**config.mk**
```make
export PLATFORM = sky130hd
export DESIGN_NAME = mem_arbiter_flat
export DESIGN_NICKNAME = d
export VERILOG_FILES = /design/src/rtl/mem_arbiter_if.sv /design/src/rtl/mem_arbiter.sv /design/src/flat_wrapper.sv
export SDC_FILE = /design/constraint.sdc
export NUM_CORES = 1
export LEC_CHECK = 0
export BUFFER_PORTS_ARGS = -buffer_cell sky130_fd_sc_hd__buf_2
export CAP_MARGIN = 5
export CORE_AREA = 4 4 120 122
export DETAILED_ROUTE_END_ITERATION = 6
export DIE_AREA = 0 0 124 126
export PLACE_DENSITY = 0.58
export SLEW_MARGIN = 15
export SYNTH_ARGS = -nofsm -noshare
export SYNTH_HDL_FRONTEND = slang
export SYNTH_SLANG_ARGS = --single-unit
export TNS_END_PERCENT = 50
```
**constraint.sdc**
```tcl
create_clock -name clk -period 4 [get_ports clk]
set_clock_uncertainty 0.2 [all_clocks]
set_input_delay 0.8 -clock clk [delete_from_list [all_inputs] [get_ports clk]]
set_output_delay 0.8 -clock clk [all_outputs]
set_load 0.01 [all_outputs]
```
**src/rtl/mem_arbiter_if.sv**
```systemverilog
// Native valid/ready memory bus between N requesting masters and one slave.
// The arbiter binds the same instance twice: as slave to the masters, as master to the memory.
interface mem_arbiter_if #(
  parameter int NUM_MASTERS = 2,
  parameter int ADDR_W      = 32,
  parameter int DATA_W      = 32
);
  localparam int STRB_W = DATA_W / 8;

  // Handshake: a requester holds valid and its payload stable until it sees ready;
  // ready is a one-cycle completion pulse, and valid in the following cycle is a new request.
  logic [NUM_MASTERS-1:0]        m_valid;
  logic [NUM_MASTERS*ADDR_W-1:0] m_addr;
  logic [NUM_MASTERS*DATA_W-1:0] m_wdata;
  logic [NUM_MASTERS*STRB_W-1:0] m_wstrb;
  logic [NUM_MASTERS-1:0]        m_ready;
  logic [NUM_MASTERS*DATA_W-1:0] m_rdata;
  logic [NUM_MASTERS-1:0]        m_err;

  logic              s_valid;
  logic [ADDR_W-1:0] s_addr;
  logic [DATA_W-1:0] s_wdata;
  logic [STRB_W-1:0] s_wstrb;
  logic              s_ready;
  logic [DATA_W-1:0] s_rdata;

  modport slave  (input  m_valid, m_addr, m_wdata, m_wstrb,
                  output m_ready, m_rdata, m_err);
  modport master (output s_valid, s_addr, s_wdata, s_wstrb,
                  input  s_ready, s_rdata);
endinterface

```
**src/rtl/mem_arbiter.sv**
```systemverilog
// N-master to 1-slave round-robin arbiter for the native valid/ready memory bus,
// with an optional watchdog that completes stalled transactions with an error flag.
module mem_arbiter #(
  parameter int NUM_MASTERS = 2,
  parameter int ADDR_W      = 32,
  parameter int DATA_W      = 32,
  parameter int TIMEOUT     = 0
) (
  input  logic          clk,
  input  logic          rst_n,
  mem_arbiter_if.slave  m_bus,
  mem_arbiter_if.master s_bus,
  output logic          o_busy
);
  localparam int STRB_W = DATA_W / 8;
  localparam int IDX_W  = $clog2(NUM_MASTERS);

  typedef enum logic {IDLE, BUSY} state_t;

  state_t           r_state, w_state_nxt;
  logic [IDX_W-1:0] r_grant_idx, w_grant_nxt;
  logic [IDX_W-1:0] r_rr_ptr, w_rr_nxt;
  logic [IDX_W-1:0] w_pick, w_cand, w_grant_inc;
  logic [IDX_W:0]   w_sum;
  logic             w_any_req;
  logic             w_timeout;

  assign o_busy      = (r_state == BUSY);
  assign w_grant_inc = (r_grant_idx == IDX_W'(NUM_MASTERS - 1)) ? '0 : r_grant_idx + IDX_W'(1);

  // Walk offsets from the far end down so the closest requester at or after rr_ptr wins.
  always_comb begin
    w_any_req = 1'b0;
    w_pick    = r_rr_ptr;
    w_sum     = '0;
    w_cand    = '0;
    for (int k = NUM_MASTERS - 1; k >= 0; k--) begin
      w_sum = {1'b0, r_rr_ptr} + (IDX_W+1)'(k);
      if (w_sum >= (IDX_W+1)'(NUM_MASTERS)) w_sum = w_sum - (IDX_W+1)'(NUM_MASTERS);
      w_cand = w_sum[IDX_W-1:0];
      if (m_bus.m_valid[w_cand]) begin
        w_any_req = 1'b1;
        w_pick    = w_cand;
      end
    end
  end

  generate
    if (TIMEOUT > 0) begin : g_wdog
      localparam int CNT_W = $clog2(TIMEOUT + 1);
      logic [CNT_W-1:0] r_wd_cnt;

      assign w_timeout = (r_state == BUSY) && !s_bus.s_ready &&
                         (r_wd_cnt == CNT_W'(TIMEOUT - 1));

      always_ff @(posedge clk or negedge rst_n) begin
        if (!rst_n) begin
          r_wd_cnt <= '0;
        end else if (r_state == BUSY && !s_bus.s_ready && !w_timeout) begin
          if (r_wd_cnt != '1) r_wd_cnt <= r_wd_cnt + CNT_W'(1);
        end else begin
          r_wd_cnt <= '0;
        end
      end
    end else begin : g_no_wdog
      assign w_timeout = 1'b0;
    end
  endgenerate

  always_ff @(posedge clk or negedge rst_n) begin
    if (!rst_n) begin
      r_state     <= IDLE;
      r_grant_idx <= '0;
      r_rr_ptr    <= '0;
    end else begin
      r_state     <= w_state_nxt;
      r_grant_idx <= w_grant_nxt;
      r_rr_ptr    <= w_rr_nxt;
    end
  end

  always_comb begin
    w_state_nxt     = r_state;
    w_grant_nxt     = r_grant_idx;
    w_rr_nxt        = r_rr_ptr;
    s_bus.s_valid   = 1'b0;
    s_bus.s_addr    = '0;
    s_bus.s_wdata   = '0;
    s_bus.s_wstrb   = '0;
    m_bus.m_ready   = '0;
    m_bus.m_rdata   = '0;
    m_bus.m_err     = '0;
    case (r_state)
      IDLE: begin
        if (w_any_req) begin
          w_state_nxt = BUSY;
          w_grant_nxt = w_pick;
        end
      end
      BUSY: begin
        s_bus.s_valid = 1'b1;
        for (int i = 0; i < NUM_MASTERS; i++) begin
          if (r_grant_idx == IDX_W'(i)) begin
            s_bus.s_addr  = m_bus.m_addr[i*ADDR_W +: ADDR_W];
            s_bus.s_wdata = m_bus.m_wdata[i*DATA_W +: DATA_W];
            s_bus.s_wstrb = m_bus.m_wstrb[i*STRB_W +: STRB_W];
            m_bus.m_ready[i] = s_bus.s_ready | w_timeout;
            m_bus.m_err[i]   = w_timeout;
            // A timed-out response carries no data even if the slave drives some.
            m_bus.m_rdata[i*DATA_W +: DATA_W] = w_timeout ? '0 : s_bus.s_rdata;
          end
        end
        if (s_bus.s_ready || w_timeout) begin
          w_state_nxt = IDLE;
          w_rr_nxt    = w_grant_inc;
        end
      end
      default: ;
    endcase
  end
endmodule
```
**src/flat_wrapper.sv**
```systemverilog
// flat-port wrapper written by rule: the top's interface ports become plain ports
module mem_arbiter_flat 
#(
  parameter int NUM_MASTERS = 2,
  parameter int ADDR_W      = 32,
  parameter int DATA_W      = 32,
  parameter int TIMEOUT     = 0
)
  (clk, rst_n, o_busy, m_bus_m_valid, m_bus_m_addr, m_bus_m_wdata, m_bus_m_wstrb, m_bus_m_ready, m_bus_m_rdata, m_bus_m_err, s_bus_s_valid, s_bus_s_addr, s_bus_s_wdata, s_bus_s_wstrb, s_bus_s_ready, s_bus_s_rdata);
  mem_arbiter_if #(.NUM_MASTERS(NUM_MASTERS), .ADDR_W(ADDR_W), .DATA_W(DATA_W)) m_bus_i ();
  mem_arbiter_if #(.NUM_MASTERS(NUM_MASTERS), .ADDR_W(ADDR_W), .DATA_W(DATA_W)) s_bus_i ();
  input  logic clk;
  input  logic rst_n;
  output logic o_busy;
  input wire logic [$bits(m_bus_i.m_valid)-1:0] m_bus_m_valid;
  input wire logic [$bits(m_bus_i.m_addr)-1:0] m_bus_m_addr;
  input wire logic [$bits(m_bus_i.m_wdata)-1:0] m_bus_m_wdata;
  input wire logic [$bits(m_bus_i.m_wstrb)-1:0] m_bus_m_wstrb;
  output wire logic [$bits(m_bus_i.m_ready)-1:0] m_bus_m_ready;
  output wire logic [$bits(m_bus_i.m_rdata)-1:0] m_bus_m_rdata;
  output wire logic [$bits(m_bus_i.m_err)-1:0] m_bus_m_err;
  output wire logic [$bits(s_bus_i.s_valid)-1:0] s_bus_s_valid;
  output wire logic [$bits(s_bus_i.s_addr)-1:0] s_bus_s_addr;
  output wire logic [$bits(s_bus_i.s_wdata)-1:0] s_bus_s_wdata;
  output wire logic [$bits(s_bus_i.s_wstrb)-1:0] s_bus_s_wstrb;
  input wire logic [$bits(s_bus_i.s_ready)-1:0] s_bus_s_ready;
  input wire logic [$bits(s_bus_i.s_rdata)-1:0] s_bus_s_rdata;
  assign m_bus_i.m_valid = m_bus_m_valid;
  assign m_bus_i.m_addr = m_bus_m_addr;
  assign m_bus_i.m_wdata = m_bus_m_wdata;
  assign m_bus_i.m_wstrb = m_bus_m_wstrb;
  assign m_bus_m_ready = m_bus_i.m_ready;
  assign m_bus_m_rdata = m_bus_i.m_rdata;
  assign m_bus_m_err = m_bus_i.m_err;
  assign s_bus_s_valid = s_bus_i.s_valid;
  assign s_bus_s_addr = s_bus_i.s_addr;
  assign s_bus_s_wdata = s_bus_i.s_wdata;
  assign s_bus_s_wstrb = s_bus_i.s_wstrb;
  assign s_bus_i.s_ready = s_bus_s_ready;
  assign s_bus_i.s_rdata = s_bus_s_rdata;
  mem_arbiter #(.NUM_MASTERS(NUM_MASTERS), .ADDR_W(ADDR_W), .DATA_W(DATA_W), .TIMEOUT(TIMEOUT)) u_core (.clk(clk), .rst_n(rst_n), .m_bus(m_bus_i), .s_bus(s_bus_i), .o_busy(o_busy));
endmodule
```
### Word level (Yosys, flattened, before mapping)

Index checks and enable logic that the tools add are counted.

* add/sub/neg operators: 4
* magnitude comparators: 4
* mux-type cells: 27
* bitwise operators: 1
* reductions and logical operators: 2

Operators with widths (number)
* $mux 32: 6
* $mux 64: 1
* $mux 1: 16
* $mux 4: 2
* $lt 1x2->1 const B: 2
* $reduce_and 2->1: 2
* $add 1x1->2 const B: 1
* $ge 1x2->1 const B: 1
* $ge 2x2->1 const B: 1
* $mux 2: 1
* $pmux 1 s2: 1
* $sub 1x1->1 const B: 2
* $add 1x1->1 const B: 1
* $not 1->1: 1

* flip-flop bits (word level): 3
* input port bits: 173
* output and inout port bits: 138
* word-level logic and storage cells: 41

### Depth between registers and ports, before layout

* depth in word-level cells: 9
* gate-level depth with buffers: 5
* mapped depth without buffers: 2

### Least setup slack after synthesis

No wires, ideal clock.

* path type: reg-to-output
* from: register u_core.r_grant_idx
* to: output port s_bus_s_addr[0]
* data arrival time: 1.076 ns
* slack: 1.924 ns
* cell stages (with the launch flop): 6
* buffers on the path: 3
* cells stage by stage: dfrtp_1 -> buf_4 -> buf_12 -> buf_12 -> mux2i_1 -> nor2b_1

* word-level cells in the longest chain between the ends: 2

RTL lines
* start: declaration: line mem_arbiter.sv:21 `logic [IDX_W-1:0] r_grant_idx, w_grant_nxt;`
* start signal: assignment: line mem_arbiter.sv:77 `r_grant_idx <= w_grant_nxt;`
* $mux 32: line mem_arbiter.sv:103 `if (r_grant_idx == IDX_W'(i)) begin`
* $mux 32: line mem_arbiter.sv:93 `case (r_state)`
* end: declaration: line flat_wrapper.sv:23 `output wire logic [$bits(s_bus_i.s_addr)-1:0] s_bus_s_addr;`

Every way passes these cells.

### Final worst setup path

* from: register u_core.r_state (netlist: u_core.o_busy)
* to: output port m_bus_m_rdata[13]

* word-level cells in the longest chain between the ends: 1

RTL lines
* start: declaration: line mem_arbiter.sv:20 `state_t r_state, w_state_nxt;`
* start signal: assignment: line mem_arbiter.sv:76 `r_state <= w_state_nxt;`
* $mux 64: line mem_arbiter.sv:93
* end: declaration: line flat_wrapper.sv:20 `output wire logic [$bits(m_bus_i.m_rdata)-1:0] m_bus_m_rdata;`

Every way passes these cells.

==> impl_metrics.py <==
metrics = {
    "clocking": {
        "cts_inserted_buffers": 3,
        "htreeDepth": 1,
        "cts_resized": 0,
        "worstSkewPairLatency_ns": 0.22,
        "root_buffer": "clkbuf_16",
        "cts_tree": "done",
        "hold_buffers": 0,
        "clock-sinks": 3,
        "clk_pin_slew_ns": 0.03,
        "cts.path.max_buffers": 2,
        "cts_setup_buffers": 0,
    },
    "sta": {
        "relSlewSlack_pct": 49.7,
        "setup_tns_ns": 0,
        "setup_viol": 0,
        "fmax_mhz": 329,
        "min_period_over_period_pct": 75.9,
        "tightest_slew_ns": 0.755,
        "finalHoldViolations": 0,
        "min_period_ns": 3.04,
        "rsz0062_at_grt": "false",
        "slew_violations": 0,
    },
    "global_route": {
        "grt_overflow_total": 0,
        "grt_max_degree": 61,
        "grt_use_total_pct": 9.66,
        "grt_pass1_vias": 2552,
        "grt_pass1_wl_um": 12200,
        "antenna_found_initial": 0,
    },
    "cells_and_area": {
        "drive_gt1_share_pct": 59.7,
        "diodes": 0,
        "syn2layout_area_growth_pct": 86.7,
        "post-route-util_pct": 26.8,
        "final_cell_mix": "308 x buf_2, 70 x nor2b_1, 68 x mux2i_1",
        "nNetsFinal": 703,
        "final_common_cell": "buf_2",
    },
    "synthesis": {
        "ys_seq_elements": 3,
        "ys_seq_area_share_pct": 3.96,
        "synth_edf_count": 0,
        "yosysUniqueCellTypes": 17,
        "ys.flop_type": "dfrtp_1",
        "yosysWarnings": 0,
        "synth-async-reset-ratio_pct": 100,
        "synthesis.area_mm2": 0.00189,
        "syn_inst": 243,
        "syn_avg_cell_area_um2": 7.80,
    },
    "floorplan": {
        "core-area_mm2": 0.0132,
        "fp.dieH_um": 126,
        "die_w_um": 124,
        "fp-row-count": 42,
        "die_area_mm2": 0.0156,
        "io_pins": 311,
        "start_util_pct": 14.4,
    },
    "routing": {
        "wl_um": 8850,
        "drt-pass1-iter-count": 4,
        "ant_nets": 0,
        "drt_iter0_markers": 41,
        "via_per_inst": 3.84,
        "avgRoutedWirePerCell_um": 12.5,
        "drc": 0,
        "vias": 2707,
    },
    "worst_setup_path": {
        "crit_family": "flip-flops",
        "cp_slowest_cell": "dfrtp_2",
        "startpoint_type": "flip-flop",
        "cp.required_ns": 3.00,
        "crit_fanout": 60,
        "crit_buf_inv": 1,
        "crit_chain": "nor2b_4 > and2_1 > buf_2",
        "worstSetupEndpointType": "primary output",
        "worstPathArrival_ns": 2.04,
        "critPathMaxStageDelay_ns": 0.84,
        "critPathKind": "reg -> out",
    },
    "power": {
        "p_comb_share_pct": 76.7,
        "powerDensity_mw_per_mm2": 296,
        "p_sw_share_pct": 44.8,
        "peakVddDrop_uv": 136,
        "pwr-share-clk_pct": 15.0,
        "p_int_mw": 0.578,
        "p_switching_mw": 0.469,
        "leakagePower_nw": 2.28,
        "p_seq_share_pct": 8.3,
    },
    "placed_design": {
        "dp_hpwl_um": 7540,
        "io_buffers": 308,
        "gp_congestion": 0.833,
    },
    "worst_hold_path": {
        "hp-class": "in -> async",
    },
    "outcome": {
        "outcome": "completed",
    },
    "flow_run": {
        "drv_cap": 0,
    },
}
-- metal layers --
layer	global-route usage [%]	wire [um]	vias up
met4	1.74	61	0
li1	-	-	1382
met5	0	0	-
met3	1.79	1030	4
met2	20.0	4780	166
met1	9.70	2980	1155
-- synth_stat cells, types with 2 or more instances --
master	number	area share (%)
dfrtp_1	3	4.0
buf_2	5	1.3
nor2b_1	70	23
buf_12	5	5.3
mux2i_1	68	36
clkbuf_1	4	0.79
clkbuf_2	7	1.8
and2_1	32	11
buf_4	8	3.2
and3_1	33	11
nand2_1	2	0.40
-- metrics by stage --
step	instances	worst slack, ns	power (mW)	instance area (um^2)	hold WS [ns]
finish	705	0.965	1.05	3540	0.165
global route	705	0.761	1.14	3540	0.169
CTS	705	0.962	1.07	3540	0.163
detailed placement	701	1.20	0.904	3460	0.271
global placement	701	1.28	0.904	3460	0.267
floorplan	244	1.92	0.638	1900	0.250
-- path summary, 6_finish.rpt --
kind                                                  start                        endpoint  slack, ns  cells past startpoint
worst max-delay path                u_core.o_busy$_DFF_PN0_               m_bus_m_rdata[13]       0.96                      3
worst min-delay path                                  rst_n     u_core.r_rr_ptr$_DFFE_PN0P_       0.17                      1
worst max register to register      u_core.o_busy$_DFF_PN0_     u_core.r_rr_ptr$_DFFE_PN0P_       2.49                      2
worst min register to register  u_core.r_rr_ptr$_DFFE_PN0P_     u_core.r_rr_ptr$_DFFE_PN0P_       0.27                      1
max in group asynchronous                             rst_n  u_core.r_grant_idx$_DFFE_PN0P_       3.32                      1
min in group clk                u_core.r_rr_ptr$_DFFE_PN0P_     u_core.r_rr_ptr$_DFFE_PN0P_       0.27                      1
-- worst register-to-register path, delay by kind of cell (launching register included) --
kind	cells	cell delay, ns
simple gates	1	0.16
compound gates	1	0.20
flops	1	0.84
-- flip-flops by register name, indices dropped and copies added (netlist names) --
| signal | count |
|---|---|
| u_core.r_grant_idx | 1 |
| u_core.r_rr_ptr | 1 |
| u_core.o_busy | 1 |
-- cell type report --
class	count	area [um^2]
multi-input cells	212	1590
repair buffers	310	1570
clock buffers	4	78.8
flip-flops and latches	3	80.1
fillers	1464	9650
well taps	176	220
-- power by group through the flow --
stage,Sequential (mW),Combinational [mW],Clock (mW)
finish,0.0873,0.803,0.157
global route,0.0945,0.880,0.164
CTS,0.0888,0.818,0.160
detailed placement,0.0890,0.815,0
global placement,0.0877,0.816,0
floorplan,0.0417,0.597,0
-- cells by family after synthesis --
group	after synthesis	synth area share, %
other	1	0.198
buffers and inverters	29	12.4
multiplexers	68	35.9
AO/OA/AOI/OAI	3	1.32
AND/OR/NAND/NOR	139	46.2
flip-flops	3	3.96
No activity file was read; power rests on OpenSTA's default activity.
